==> config.mk <==
export PLATFORM = sky130hd
export DESIGN_NAME = icosoc_uart_ctrl_bridge
export DESIGN_NICKNAME = d
export VERILOG_FILES = /design/src/rtl/icosoc_uart_ctrl_bridge.sv
export SDC_FILE = /design/constraint.sdc
export NUM_CORES = 1
export LEC_CHECK = 0
export ABC_AREA = 1
export ABC_CLOCK_PERIOD_IN_PS = 1800
export BUFFER_PORTS_ARGS = -buffer_cell sky130_fd_sc_hd__buf_2
export CAP_MARGIN = 20
export CORE_ASPECT_RATIO = 1.25
export CORE_MARGIN = 4
export CORE_UTILIZATION = 54
export CTS_CLUSTER_DIAMETER = 60
export DETAILED_ROUTE_END_ITERATION = 10
export PLACE_DENSITY = 0.84
export SLEW_MARGIN = 20
export SYNTH_ARGS = -nofsm -noshare
export SYNTH_HDL_FRONTEND = slang
export SYNTH_SLANG_ARGS = --single-unit
export TNS_END_PERCENT = 50
==> constraint.sdc <==
create_clock -name clk -period 1.8 [get_ports clk]
set_input_delay 0.18 -clock clk [delete_from_list [all_inputs] [get_ports clk]]
set_output_delay 0.18 -clock clk [all_outputs]
set_load 0.02 [all_outputs]
==> src/rtl/icosoc_uart_ctrl_bridge.sv <==
// UART debug initiator for the icosoc ctrl bus.
// Serial command frames become one ctrl_wr/ctrl_rd transaction; replies go back on txd.
module icosoc_uart_ctrl_bridge #(
    parameter int BAUD_RATE     = 9600,
    parameter int CLOCK_FREQ_HZ = 6000000,
    parameter int BUS_TIMEOUT   = 255,
    parameter int FRAME_TIMEOUT = 65535
) (
    input  logic        clk,
    input  logic        resetn,
    input  logic        rxd,
    output logic        txd,
    output logic        ctrl_wr,
    output logic        ctrl_rd,
    output logic [7:0]  ctrl_addr,
    output logic [31:0] ctrl_wdat,
    input  logic [31:0] ctrl_rdat,
    input  logic        ctrl_done,
    output logic        busy,
    output logic        rx_err
);
    localparam int HALF = CLOCK_FREQ_HZ / (2 * BAUD_RATE);
    localparam int CW = $clog2(3 * HALF + 1);
    localparam logic [CW-1:0] FIRST = CW'(3 * HALF - 1);
    localparam logic [CW-1:0] BITC = CW'(2 * HALF - 1);
    localparam int BW = $clog2(BUS_TIMEOUT + 1);
    localparam logic [BW-1:0] BLAST = BW'(BUS_TIMEOUT - 1);
    localparam int FW = $clog2(FRAME_TIMEOUT + 1);
    localparam logic [FW-1:0] FLAST = FW'(FRAME_TIMEOUT);

    typedef enum logic [2:0] {IDLE, ADDR, DATA, BUS, RESP} state_t;

    logic          rx_s1, rx_s2, rx_s3, rx_fall;
    logic          rx_busy, rx_valid, rx_ferr;
    logic [CW-1:0] rx_cnt;
    logic [3:0]    rx_bit;
    logic [7:0]    rx_sh;

    logic          tx_busy, tx_ready, tx_load;
    logic [CW-1:0] tx_cnt;
    logic [3:0]    tx_bit;
    logic [7:0]    tx_sh;

    state_t        state, state_n;
    logic          is_wr, is_wr_n;
    logic [1:0]    dcnt, dcnt_n;
    logic [7:0]    addr_n;
    logic [31:0]   wdat_n;
    logic          wr_n, rd_n, rx_err_n;
    logic [BW-1:0] bus_cnt, bus_cnt_n;
    logic [FW-1:0] frame_cnt, frame_cnt_n;
    logic [31:0]   resp_q, resp_q_n;
    logic [2:0]    resp_left, resp_left_n;

    assign rx_fall = rx_s3 & ~rx_s2;

    always_ff @(posedge clk or negedge resetn) begin
        if (!resetn) begin
            {rx_s3, rx_s2, rx_s1} <= 3'b111;
            rx_busy  <= 1'b0;
            rx_cnt   <= '0;
            rx_bit   <= '0;
            rx_sh    <= '0;
            rx_valid <= 1'b0;
            rx_ferr  <= 1'b0;
        end else begin
            {rx_s3, rx_s2, rx_s1} <= {rx_s2, rx_s1, rxd};
            rx_valid <= 1'b0;
            rx_ferr  <= 1'b0;
            if (!rx_busy) begin
                if (rx_fall) begin
                    rx_busy <= 1'b1;
                    rx_cnt  <= FIRST;
                    rx_bit  <= '0;
                end
            end else if (rx_cnt != '0) begin
                rx_cnt <= rx_cnt - 1'b1;
            end else if (rx_bit == 4'd8) begin
                rx_busy  <= 1'b0;
                rx_valid <= rx_s2;
                rx_ferr  <= ~rx_s2;
            end else begin
                rx_sh  <= {rx_s2, rx_sh[7:1]};
                rx_bit <= rx_bit + 4'd1;
                rx_cnt <= BITC;
            end
        end
    end

    // Ready during the last stop-bit cycle so reply bytes leave back-to-back.
    assign tx_ready = !tx_busy || (tx_cnt == '0 && tx_bit == 4'd9);

    always_ff @(posedge clk or negedge resetn) begin
        if (!resetn) begin
            txd     <= 1'b1;
            tx_busy <= 1'b0;
            tx_cnt  <= '0;
            tx_bit  <= '0;
            tx_sh   <= '0;
        end else if (tx_load) begin
            txd     <= 1'b0;
            tx_busy <= 1'b1;
            tx_cnt  <= BITC;
            tx_bit  <= '0;
            tx_sh   <= resp_q[7:0];
        end else if (tx_busy) begin
            if (tx_cnt != '0) begin
                tx_cnt <= tx_cnt - 1'b1;
            end else if (tx_bit == 4'd9) begin
                tx_busy <= 1'b0;
            end else begin
                txd    <= tx_sh[0];
                tx_sh  <= {1'b1, tx_sh[7:1]};
                tx_bit <= tx_bit + 4'd1;
                tx_cnt <= BITC;
            end
        end
    end

    always_comb begin
        state_n     = state;
        is_wr_n     = is_wr;
        dcnt_n      = dcnt;
        addr_n      = ctrl_addr;
        wdat_n      = ctrl_wdat;
        wr_n        = ctrl_wr;
        rd_n        = ctrl_rd;
        bus_cnt_n   = bus_cnt;
        frame_cnt_n = frame_cnt;
        resp_q_n    = resp_q;
        resp_left_n = resp_left;
        rx_err_n    = 1'b0;
        tx_load     = 1'b0;
        unique case (state)
            IDLE: begin
                if (rx_ferr) begin
                    rx_err_n = 1'b1;
                end else if (rx_valid) begin
                    if (rx_sh == 8'h57 || rx_sh == 8'h52) begin
                        is_wr_n     = (rx_sh == 8'h57);
                        frame_cnt_n = '0;
                        state_n     = ADDR;
                    end else begin
                        resp_q_n    = 32'h3F;
                        resp_left_n = 3'd1;
                        state_n     = RESP;
                    end
                end
            end
            ADDR, DATA: begin
                if (rx_ferr) begin
                    rx_err_n = 1'b1;
                    state_n  = IDLE;
                end else if (rx_valid) begin
                    frame_cnt_n = '0;
                    bus_cnt_n   = '0;
                    if (state == ADDR) begin
                        addr_n  = rx_sh;
                        dcnt_n  = '0;
                        state_n = is_wr ? DATA : BUS;
                        rd_n    = !is_wr;
                    end else begin
                        wdat_n = {rx_sh, ctrl_wdat[31:8]};
                        dcnt_n = dcnt + 2'd1;
                        if (dcnt == 2'd3) begin
                            wr_n    = 1'b1;
                            state_n = BUS;
                        end
                    end
                end else if (!(rx_busy || rx_fall)) begin
                    if (frame_cnt == FLAST) begin
                        rx_err_n = 1'b1;
                        state_n  = IDLE;
                    end else begin
                        frame_cnt_n = frame_cnt + 1'b1;
                    end
                end
            end
            BUS: begin
                if (ctrl_done) begin
                    wr_n        = 1'b0;
                    rd_n        = 1'b0;
                    resp_q_n    = ctrl_rd ? ctrl_rdat : 32'h4B;
                    resp_left_n = ctrl_rd ? 3'd4 : 3'd1;
                    state_n     = RESP;
                end else if (bus_cnt == BLAST) begin
                    wr_n        = 1'b0;
                    rd_n        = 1'b0;
                    resp_q_n    = 32'h54;
                    resp_left_n = 3'd1;
                    state_n     = RESP;
                end else begin
                    bus_cnt_n = bus_cnt + 1'b1;
                end
            end
            RESP: begin
                if (tx_ready) begin
                    if (resp_left != 3'd0) begin
                        tx_load     = 1'b1;
                        resp_q_n    = {8'h00, resp_q[31:8]};
                        resp_left_n = resp_left - 3'd1;
                    end else begin
                        state_n = IDLE;
                    end
                end
            end
            default: state_n = IDLE;
        endcase
    end

    always_ff @(posedge clk or negedge resetn) begin
        if (!resetn) begin
            state     <= IDLE;
            is_wr     <= 1'b0;
            dcnt      <= '0;
            ctrl_addr <= '0;
            ctrl_wdat <= '0;
            ctrl_wr   <= 1'b0;
            ctrl_rd   <= 1'b0;
            bus_cnt   <= '0;
            frame_cnt <= '0;
            resp_q    <= '0;
            resp_left <= '0;
            rx_err    <= 1'b0;
            busy      <= 1'b0;
        end else begin
            state     <= state_n;
            is_wr     <= is_wr_n;
            dcnt      <= dcnt_n;
            ctrl_addr <= addr_n;
            ctrl_wdat <= wdat_n;
            ctrl_wr   <= wr_n;
            ctrl_rd   <= rd_n;
            bus_cnt   <= bus_cnt_n;
            frame_cnt <= frame_cnt_n;
            resp_q    <= resp_q_n;
            resp_left <= resp_left_n;
            rx_err    <= rx_err_n;
            busy      <= (state_n != IDLE);
        end
    end
endmodule

==> impl_metrics.ini <==
[clock_tree]
clkTransAtPathRegs_ps = 60
clk_path_buf_depth = 2
htree_levels = 4
numCtsBuffers = 17
clkLatencyLatePin_ps = 430
cts_tree = done
clockRootBuffer = clkbuf_16
cts.sinks = 161

[worst_setup_path]
crit_path_max_fanout = 6
cp-start-kind = register
slowest_delay_ps = 400
cp_num_buf_inv = 2
reg2reg_to = resp_q[3]$_DFFE_PN0P_
crit_top_cell = nand2_8
worstPathCellList = inv_1, ha_2, nand2_2, nor2_4, nand3_2, nand2_4, nand2_8, nand2_8, buf_12, nand3_1, nand2_1
cp_num_cells = 11
cpMaxStageDelayCell = dfrtp_1
crit_family = simple AND/OR/NAND/NOR gates
reg2reg_depth = 11
regToRegStartpoint = tx_cnt[1]$_DFFE_PN0P_
worst_setup_path_end_kind = register
worstPathRequired_ps = 2160
critPathKind = reg -> reg
reg2reg_slack_ps = -4
crit_start = tx_cnt[1]$_DFFE_PN0P_
arrival_ps = 2160

[finish]
nFillCells = 1039
n_antenna_cell = 0
drive_gt1_share_pct = 21.6
areaGrowthSynthToFinish_pct = 26.1
fin_nets = 1250

[yosys]
synthTopCellsByArea = dfrtp_1 (48%), nand2_1 (16%), nand3_1 (6.0%)
synth_edf_count = 0
synthArstFlopShare_pct = 100
synth_cell_types = 38
yosysSeqAreaShare_pct = 49.0
syn_inst = 1048
yosys.cell_count.top_type = nand2_1
synthTopCellsByCount = nand2_1 (352), dfrtp_1 (157), nand3_1 (99)
synth.net_count = 1096
yosys.area.top_type = dfrtp_1
ys_warn_count = 0
yosys_most_used_dff = dfrtp_1
synth_area_um2 = 8230
yosys_register_bits = 161
postSynthAreaPerCell_um2 = 7.85
yosys.area.top_type_share_pct = 47.8

[timing]
whs_ps = 112
worst_slew_pin_slew_ps = 420
rsz0062_at_grt = yes
hold_viol = 0
worst_slack_ps = -3.56
fmax_mhz = 554
fin_crit_ps = 1800
fin_crit_sh_pct = 100
fin_skew_ps = 10.2
slew-limit-headroom_pct = 71.8
setup_viol = 1
slew_viol_final = 0

[route]
ant_nets = 0
routed_wl_um = 22200
wl_per_cell_um = 15.9
dr.pass1.iters = 5
vias = 7855
drc = 0
viasPerCell = 5.62
drt_iter0_drc = 712

[min_path]
min-delay-start = ctrl_rdat[16]
hold_path_class = in -> reg
hold_depth = 4
hold_end = resp_q[16]$_DFFE_PN0P_

[placed_design]
pre_cts_ws_ps = -285
port-buffer-count = 80
dp_hpwl_um = 13200
gp_congestion = 0.920

[outcome]
status = complete, but fails checks
violations = setup timing

[run]
maxCapViolations = 0

[grt]
grt_pass1_vias = 7446
grt_use_met1_pct = 26.1
met3_usage_pct = 4.47
grt_usage_pct = 23.5
grt_max_degree = 59
grt_overflow = 0
gr-max-usage-layer = met2
met2_usage_pct = 43.6
antenna_found_initial = 0
grt_first_pass_wirelength_um = 33700

[power]
vdd_drop_max_mv = 0.746
powerDensity_nw_per_um2 = 802
leakagePower_nw = 5.42

[floorplanning]
num_rows = 50
fp.dieH_um = 146
coreArea_um2 = 15000
start_util_pct = 55.0
die_area_um2 = 17300
dieWidth_um = 118
io_pins = 81
cell type report:
| cell class | count | area [um2] | area share, % |
|---|---|---|---|
| tap | 182 | 228 | 2.20 |
| timing repair buffer | 168 | 1230 | 11.9 |
| clock inverter | 6 | 130 | 1.25 |
| clock buffer | 26 | 489 | 4.72 |
| inverter | 98 | 373 | 3.60 |
| sequential | 161 | 4030 | 38.9 |
| multi-input combinational | 756 | 3880 | 37.4 |
registers in the layout, indices dropped and copies added (netlist names), 2 cells and up:
register / flops
bus_cnt: 8
ctrl_addr: 8
ctrl_wdat: 32
dcnt: 2
frame_cnt: 16
resp_left: 3
resp_q: 32
rx_bit: 4
rx_cnt: 10
rx_sh: 8
state: 3
tx_bit: 4
tx_cnt: 10
tx_sh: 8
worst max path at each step:
stage / end / slack, ps
CTS: resp_q[13]$_DFFE_PN0P_ / 20
finish: resp_q[3]$_DFFE_PN0P_ / -4
global placement: rx_cnt[8]$_DFFE_PN0P_ / -120
global route: resp_q[3]$_DFFE_PN0P_ / -90
detailed placement: rx_cnt[8]$_DFFE_PN0P_ / -290
floorplan: rx_bit[0]$_DFFE_PN0P_ / 60
worst register-to-register path, cell delays in order, from the launching register on:
cell and delay [ps]:
dfrtp_1 400, inv_1 70, ha_2 180, nand2_2 90, nor2_4 140, nand3_2 90, nand2_4 160, nand2_8 100
nand2_8 160, buf_12 140, nand3_1 100, nand2_1 110
power breakdown:
| group | switching, W | internal (W) | total (W) |
|---|---|---|---|
| sequential | 0.0000827 | 0.00374 | 0.00382 |
| combinational | 0.000407 | 0.000280 | 0.000687 |
| clock | 0.00138 | 0.00243 | 0.00381 |
metal layers:
layer  share of wire [%]  vias up
met1                  37     3772
met5                   0        -
li1                    -     3698
met3                 4.5      100
met2                  54      285
met4                 4.8        0
metrics by stage:
stage	std cells	total power (W)	utilization [%]	TNS, ps	instance area, um2
global placement	1337	0.00445	61.5	-502	9190
global route	1397	0.00862	69.4	-1380	10400
finish	1397	0.00831	69.4	-3.56	10400
detailed placement	1337	0.00448	61.5	-1920	9190
CTS	1380	0.00829	66.5	0	9940
floorplan	1048	0.00422	-	0	8230
cell usage in the layout, fill, tap and decap left out, types with 3 or more instances in the layout:
master         count
a21oi_2            4
bufinv_16          4
o21ai_0           65
buf_4             60
or2_2              7
clkbuf_8           3
xnor2_1            6
nand2_1          345
nand4_1           22
a22o_1            18
a21oi_1            8
buf_2             79
nand2_2            6
clkbuf_1           6
o21ai_1           10
nor2_4             7
buf_12             5
nor3_1             8
xor2_1            16
inv_2             11
nor2_1            74
nand2_8            5
nand3_2            4
dlygate4sd3_1     10
nand3_4            4
o21bai_1           5
ha_1               9
o211ai_1           3
inv_1             85
o21ai_2            3
nand2_4            5
nand3_1           97
nor2_2            11
buf_6             11
dfstp_2            4
clkbuf_16         19
dfrtp_1          157
kinds of logic (layout without fill, tap and decap cells):
logic type,Yosys count,in the layout,synth area share (%)
simple gates,599,603,31.6
flops,161,161,49.0
buf+inv,135,298,6.78
compound gates,119,119,8.46
xor+xnor,22,22,2.34
fa+ha+maj,12,12,1.83
what timing repair did:
action                                  in CTS  in global routing
endpoints found under the hold margin      166                  0
resized for setup                           10                 67
endpoints found under the setup margin      61                 99
pin swaps                                    0                 14
setup buffers                                0                  9
gates cloned                                 1                  8
hold buffers                                10                  0
No activity file was read; power rests on OpenSTA's default activity.
